### config.mk
export PLATFORM = sky130hd
export DESIGN_NAME = pipeline_hazard_ctrl
export DESIGN_NICKNAME = d
export VERILOG_FILES = /design/src/rtl/pipeline_hazard_ctrl_pkg.sv /design/src/rtl/pipeline_hazard_ctrl_fwd.sv /design/src/rtl/pipeline_hazard_ctrl.sv
export SDC_FILE = /design/constraint.sdc
export NUM_CORES = 1
export LEC_CHECK = 0
export ABC_AREA = 0
export ABC_CLOCK_PERIOD_IN_PS = 4500
export BUFFER_PORTS_ARGS = -buffer_cell sky130_fd_sc_hd__buf_2
export CAP_MARGIN = 0
export CORE_MARGIN = 2
export CORE_UTILIZATION = 57
export CTS_BUF_LIST = sky130_fd_sc_hd__clkbuf_4
export DETAILED_ROUTE_END_ITERATION = 16
export PLACE_DENSITY = 0.94
export SETUP_SLACK_MARGIN = 0.4
export SLEW_MARGIN = 10
export SYNTH_ARGS = -nofsm -noshare
export SYNTH_HDL_FRONTEND = slang
export SYNTH_SLANG_ARGS = --single-unit
### constraint.sdc
create_clock -name clk -period 4.5 [get_ports clk]
set_clock_uncertainty 0.05 [all_clocks]
set_input_delay 0.675 -clock clk [delete_from_list [all_inputs] [get_ports clk]]
set_output_delay 0.675 -clock clk [all_outputs]
set_load 0.05 [all_outputs]
### src/rtl/pipeline_hazard_ctrl_pkg.sv
// Shared definitions for the pipeline hazard controller: forward-select
// codes, controller state encoding and datapath widths.
package pipeline_hazard_ctrl_pkg;

  localparam int REG_W  = 5;
  localparam int DATA_W = 32;

  typedef logic [1:0] fwd_sel_t;

  localparam fwd_sel_t FWD_RF     = 2'b00;
  localparam fwd_sel_t FWD_EXALU  = 2'b01;
  localparam fwd_sel_t FWD_MEMALU = 2'b10;
  localparam fwd_sel_t FWD_MEMLD  = 2'b11;

  typedef enum logic {
    ST_RUN      = 1'b0,
    ST_MDU_WAIT = 1'b1
  } state_t;

endpackage

### src/rtl/pipeline_hazard_ctrl_fwd.sv
// Operand forward select for one ID-stage source register. EX wins over
// MEM; a load sitting in EX cannot forward (its data is not ready yet),
// which the stall logic in the parent covers.
module fwd_select_unit
  import pipeline_hazard_ctrl_pkg::*;
(
  input  logic [REG_W-1:0] field,
  input  logic             use_f,
  input  logic             ex_wreg,
  input  logic             ex_m2reg,
  input  logic [REG_W-1:0] ex_rn,
  input  logic             mem_wreg,
  input  logic             mem_m2reg,
  input  logic [REG_W-1:0] mem_rn,
  output fwd_sel_t         sel
);

  logic ex_hit;
  logic mem_hit;

  assign ex_hit  = use_f & ex_wreg  & ~ex_m2reg & (ex_rn  != '0) & (ex_rn  == field);
  assign mem_hit = use_f & mem_wreg &             (mem_rn != '0) & (mem_rn == field);

  // Priority select: EX ALU, then MEM (ALU or load data), then register file
  always_comb begin
    sel = FWD_RF;
    if (ex_hit)
      sel = FWD_EXALU;
    else if (mem_hit)
      sel = mem_m2reg ? FWD_MEMLD : FWD_MEMALU;
  end

endmodule

### src/rtl/pipeline_hazard_ctrl.sv
// Front-end hazard controller for the 5-stage pipeline: load-use and
// HI/LO stalls, branch flush, operand forwarding and a stall-cycle counter.
module pipeline_hazard_ctrl
  import pipeline_hazard_ctrl_pkg::*;
#(
  parameter int MDU_LATENCY = 4,
  parameter int CNT_W       = 4
) (
  input  logic             clk,
  input  logic             clrn,
  input  logic [REG_W-1:0] id_rs,
  input  logic [REG_W-1:0] id_rt,
  input  logic             id_use_rs,
  input  logic             id_use_rt,
  input  logic             id_mdu_start,
  input  logic             id_use_hilo,
  input  logic             id_branch_taken,
  input  logic             ex_wreg,
  input  logic             ex_m2reg,
  input  logic [REG_W-1:0] ex_rn,
  input  logic             mem_wreg,
  input  logic             mem_m2reg,
  input  logic [REG_W-1:0] mem_rn,
  output logic             wpcir,
  output logic             id_bubble,
  output logic             if_flush,
  output logic [1:0]       fwda,
  output logic [1:0]       fwdb,
  output logic             mdu_busy,
  output logic [31:0]      stall_cycles
);

  state_t           state;
  logic [CNT_W-1:0] cnt;
  logic [31:0]      stall_cnt;
  fwd_sel_t         fwda_raw;
  fwd_sel_t         fwdb_raw;
  logic             load_use;
  logic             stall;

  function automatic logic [31:0] sat_inc(input logic [31:0] v);
    return (&v) ? v : v + 32'd1;
  endfunction

  fwd_select_unit u_fwd_rs (
    .field     (id_rs),
    .use_f     (id_use_rs),
    .ex_wreg   (ex_wreg),
    .ex_m2reg  (ex_m2reg),
    .ex_rn     (ex_rn),
    .mem_wreg  (mem_wreg),
    .mem_m2reg (mem_m2reg),
    .mem_rn    (mem_rn),
    .sel       (fwda_raw)
  );

  fwd_select_unit u_fwd_rt (
    .field     (id_rt),
    .use_f     (id_use_rt),
    .ex_wreg   (ex_wreg),
    .ex_m2reg  (ex_m2reg),
    .ex_rn     (ex_rn),
    .mem_wreg  (mem_wreg),
    .mem_m2reg (mem_m2reg),
    .mem_rn    (mem_rn),
    .sel       (fwdb_raw)
  );

  assign load_use = ex_wreg & ex_m2reg & (ex_rn != '0) &
                    ((id_use_rs & (ex_rn == id_rs)) | (id_use_rt & (ex_rn == id_rt)));
  assign stall    = load_use | ((state == ST_MDU_WAIT) & id_use_hilo);

  assign mdu_busy     = (state == ST_MDU_WAIT);
  assign stall_cycles = stall_cnt;

  // Hazard outputs; while in reset, force nops into the pipeline
  always_comb begin
    wpcir     = ~stall;
    id_bubble = stall;
    if_flush  = id_branch_taken & ~stall;
    fwda      = fwda_raw;
    fwdb      = fwdb_raw;
    if (!clrn) begin
      wpcir     = 1'b1;
      id_bubble = 1'b1;
      if_flush  = 1'b1;
      fwda      = FWD_RF;
      fwdb      = FWD_RF;
    end
  end

  // MDU tracking FSM and saturating stall-cycle counter
  always_ff @(posedge clk) begin
    if (!clrn) begin
      state     <= ST_RUN;
      cnt       <= '0;
      stall_cnt <= '0;
    end else begin
      if (stall)
        stall_cnt <= sat_inc(stall_cnt);
      case (state)
        ST_RUN: begin
          if (id_mdu_start && !load_use) begin
            state <= ST_MDU_WAIT;
            cnt   <= CNT_W'(MDU_LATENCY - 1);
          end
        end
        ST_MDU_WAIT: begin
          if (cnt == CNT_W'(1)) begin
            state <= ST_RUN;
            cnt   <= '0;
          end else begin
            cnt <= cnt - CNT_W'(1);
          end
        end
        default: begin
          state <= ST_RUN;
          cnt   <= '0;
        end
      endcase
    end
  end

endmodule

==> reports/results.env <==
OUTCOME='finished, final reports clean'
SYNTHTOLAYOUTAREAGROWTH_PCT=19.1
SYNTH_SEQ_CELLS=37
GRT_PASS1_WL_MM=9.07
SYNTH_MOST_COMMON_CELL='sky130_fd_sc_hd__dfxtp_1'
CTS.SINK_COUNT=37
BOUNDARYPINS=71
SYNTH_TOP_FLOP_CELL='sky130_fd_sc_hd__dfxtp_1'
MIN_DELAY_PATH_DEPTH=2
POSTCTSSETUPBUFFERS=0
NFILLCELLS=306
FIN_NETS=377
POST_CTS_HOLD_BUFFER_COUNT=0
CRIT_PATH_START='ex_rn[3]'
SYN-INSTANCE-COUNT=275
START_UTIL_PCT=59.4
RSZ_0062_RAISED_AFTER_GLOBAL_ROUTING='no'
DOMINANT_CELLS_BY_AREA_AFTER_SYNTHESIS='sky130_fd_sc_hd__dfxtp_1 34%, sky130_fd_sc_hd__xor2_1 7.2%, sky130_fd_sc_hd__xnor2_1 5.6%, sky130_fd_sc_hd__a21oi_1 4.8%, sky130_fd_sc_hd__nand2_1 4.3%'
WORST_SKEW_PAIR_LATENCY_PS=350
WORST_IR_DROP_VDD_mV=0.151
ANTENNA_FOUND_INITIAL=0
SYNTH_TOP_AREA_SHARE_PCT=33.8
DRTITER0DRC=176
CTS_TREE='built'
PLACEMENTROWS=22
LAYOUT-DRIVE-GT1-SHARE_PCT=23.6
REGISTER_CLOCK_PIN_SLEW_ON_THE_REPORTED_WORST_SETUP_AND_HOLD_PATHS_PS=100
PWR_DENSITY_CELL_nW_PER_UM2=230
SYNTH_TOP_AREA_CELL='sky130_fd_sc_hd__dfxtp_1'
ROUTE.DETAILED.DRC=0
VIA_COUNT=2322
CRITPATHREQUIREDTIME_PS=3770
SYNTH.YOSYS.WARNINGS=0
ANTENNA_LEFT=0
ROUTE.DETAILED.WL_PER_INST_UM=14.3
TRITONCTS.NUM_BUFFERS=5
MAPPEDNETLISTAREA_SQ_UM=2190
POSTSYNTHAREAPERCELL_SQ_UM=7.96
SYNTH_CELL_TYPE_COUNT=43
REG2REG_DEPTH=9
DIE_WIDTH_UM=66.0
DPL_WORST_SLACK_PS=1440
TIMING.FMAX_MHz=339
SETUP_TNS_PS=0
FIN_CRIT_SH_PCT=65.6
CRITPATHCAPTURETYPE='primary output'
ARRIVAL_PS=2230
GRT_START_MAX_NET_PINS=36
SYNTH-SEQ-AREA-SHARE_PCT=33.8
VIAS_IN_THE_FIRST_GLOBAL_ROUTE=2037
MAPPEDNETLISTNETS=309
GRT_REMAINING_OVERFLOW=0
FLOORPLAN.DIE_AREA_SQ_UM=4350
WORST_SLACK_PS=1550
WORSTREG2REGSTART='stall_cycles[0]'
CLK_ROOT_BUFFER_CELL='sky130_fd_sc_hd__clkbuf_4'
HOLD_PATH_STARTPOINT='stall_cycles[1]'
WORSTMARGINPINSLEW_PS=1060
DIE_Y_UM=66.0
YS_TOP_CELLS_BY_COUNT='37 x sky130_fd_sc_hd__dfxtp_1, 25 x sky130_fd_sc_hd__nand2_1, 22 x sky130_fd_sc_hd__nor2_1, 21 x sky130_fd_sc_hd__a21oi_1, 18 x sky130_fd_sc_hd__xor2_1'
WORST_HOLD_PATH_TYPE='reg -> reg'
CRITICAL_PATH_FANOUTS_MAX=3
POST-ROUTE-UTIL_PCT=70.7
MAX-CLOCK-PATH-BUFFERS=2
DRT_PRE_ANTENNA_ITERS=4
GP_ROUTABILITY_CONGESTION=0.914
MAX-CAP-VIOLATIONS=0
PORTBUFFERS=70
FINAL.MIN_CLOCK_PERIOD_PS=2950
TIMING.FINAL.HOLD_VIOLATIONS=0
REPORT.FINAL.SETUP_VIOL=0
SYNTH-EDFF-COUNT=0
MAX-SLEW-MARGIN-REL_PCT=28.9
TOTALWIRELENGTH_MM=5.59
CORE_AREA_SQ_UM=3690
H-TREE-DEPTH=2
WORST-SETUP-PATH-TYPE='in -> out'
MAXSLEWVIOLCOUNT=0
SYNTHARSTFLOPSHARE_PCT=0
POST_CTS_RESIZE_COUNT=0
GLOBAL_ROUTE.USAGE.TOTAL_PCT=26.6
P_LEAK_nW=1.04
CP-START-KIND='primary input'
HPWLAFTERDP_MM=4.19
VIAS_PER_CELL=5.94
N_ANTENNA_CELL=0
-- cell usage in the layout, fill, tap and decap left out, types with 2 or more instances in the layout --
cell type / netlist / final
sky130_fd_sc_hd__and3_1: 7 / 7
sky130_fd_sc_hd__nand3b_1: 2 / 2
sky130_fd_sc_hd__nor3_1: 9 / 9
sky130_fd_sc_hd__nor2_1: 22 / 22
sky130_fd_sc_hd__o21ai_1: 3 / 3
sky130_fd_sc_hd__nand3_1: 13 / 13
sky130_fd_sc_hd__a32o_1: 2 / 2
sky130_fd_sc_hd__or3_1: 11 / 11
sky130_fd_sc_hd__xor2_1: 18 / 18
sky130_fd_sc_hd__nand2_1: 25 / 25
sky130_fd_sc_hd__nand4_1: 9 / 9
sky130_fd_sc_hd__ha_1: 3 / 3
sky130_fd_sc_hd__clkbuf_4: 0 / 6
sky130_fd_sc_hd__and4_1: 2 / 2
sky130_fd_sc_hd__and2_1: 3 / 3
sky130_fd_sc_hd__or4_1: 7 / 7
sky130_fd_sc_hd__inv_1: 7 / 7
sky130_fd_sc_hd__clkinv_1: 1 / 2
sky130_fd_sc_hd__nor4_1: 9 / 9
sky130_fd_sc_hd__buf_2: 2 / 70
sky130_fd_sc_hd__nor3b_1: 7 / 7
sky130_fd_sc_hd__o21ai_0: 8 / 8
sky130_fd_sc_hd__a21oi_1: 21 / 21
sky130_fd_sc_hd__o31ai_1: 5 / 5
sky130_fd_sc_hd__dfxtp_1: 37 / 37
sky130_fd_sc_hd__xnor2_1: 14 / 14
sky130_fd_sc_hd__o211ai_1: 5 / 5
-- cell families (layout without fill, tap and decap cells) --
kind of cell / count (synthesis) / in the layout / synth area share, %
simple gates: 131 / 131 / 32.3
compound gates: 53 / 53 / 15.4
flops: 37 / 37 / 33.8
xor+xnor: 32 / 32 / 12.8
buf+inv: 18 / 86 / 3.54
fa+ha+maj: 3 / 3 / 1.71
mux: 1 / 1 / 0.457
-- metrics by stage --
step	area, sq um	hold WS (ps)	power (W)	cells
6_report	2610	462	0.000600	391
5_1_grt	2610	493	0.000625	391
4_1_cts	2610	462	0.000598	391
3_5_place_dp	2560	447	0.000437	384
3_3_place_gp	2560	432	0.000433	384
2_1_floorplan	2190	432	0.000405	275
-- sequential cells by signal, summed over array words and instances, names as in the netlist --
register      flops
mdu_busy          1
cnt               4
stall_cycles     32
-- per-layer routing --
layer	wire, um	track usage (%)	share of wire (%)
met5	0	0	0
met4	61	8.42	1.1
met3	264	4.94	4.7
met2	2850	47.0	51
met1	2410	32.6	43
-- worst max-delay path: stages --
cell,delay [ps]
sky130_fd_sc_hd__buf_2,120
sky130_fd_sc_hd__xor2_1,160
sky130_fd_sc_hd__nor4_1,290
sky130_fd_sc_hd__and3_1,270
sky130_fd_sc_hd__nor3b_1,290
sky130_fd_sc_hd__a32o_1,160
sky130_fd_sc_hd__buf_2,250
-- final cells by class --
cell class	instances	area (sq um)	share of cell area, %
Sequential cell	37	741	28.4
Clock buffer	6	45.0	1.73
Multi-Input combinational cell	220	1370	52.6
Inverter	8	30.0	1.15
Timing Repair Buffer	71	358	13.7
Clock inverter	1	3.75	0.144
Tap cell	48	60.1	2.30
-- final timing paths --
| kind | slack [ps] | end |
|---|---|---|
| hold / removal | 460 | stall_cycles[1] |
| setup reg to reg | 1800 | stall_cycles[7] |
| setup / recovery | 1550 | fwda[0] |
| hold reg to reg | 460 | stall_cycles[1] |
-- report_power, final --
group	internal [W]	switching (W)	leakage (nW)
clock	0.0000628	0.000106	0.0292
combinational	0.0000342	0.0000580	0.716
sequential	0.000332	0.00000575	0.299
Note: power is estimated with default switching activity, not from simulation.
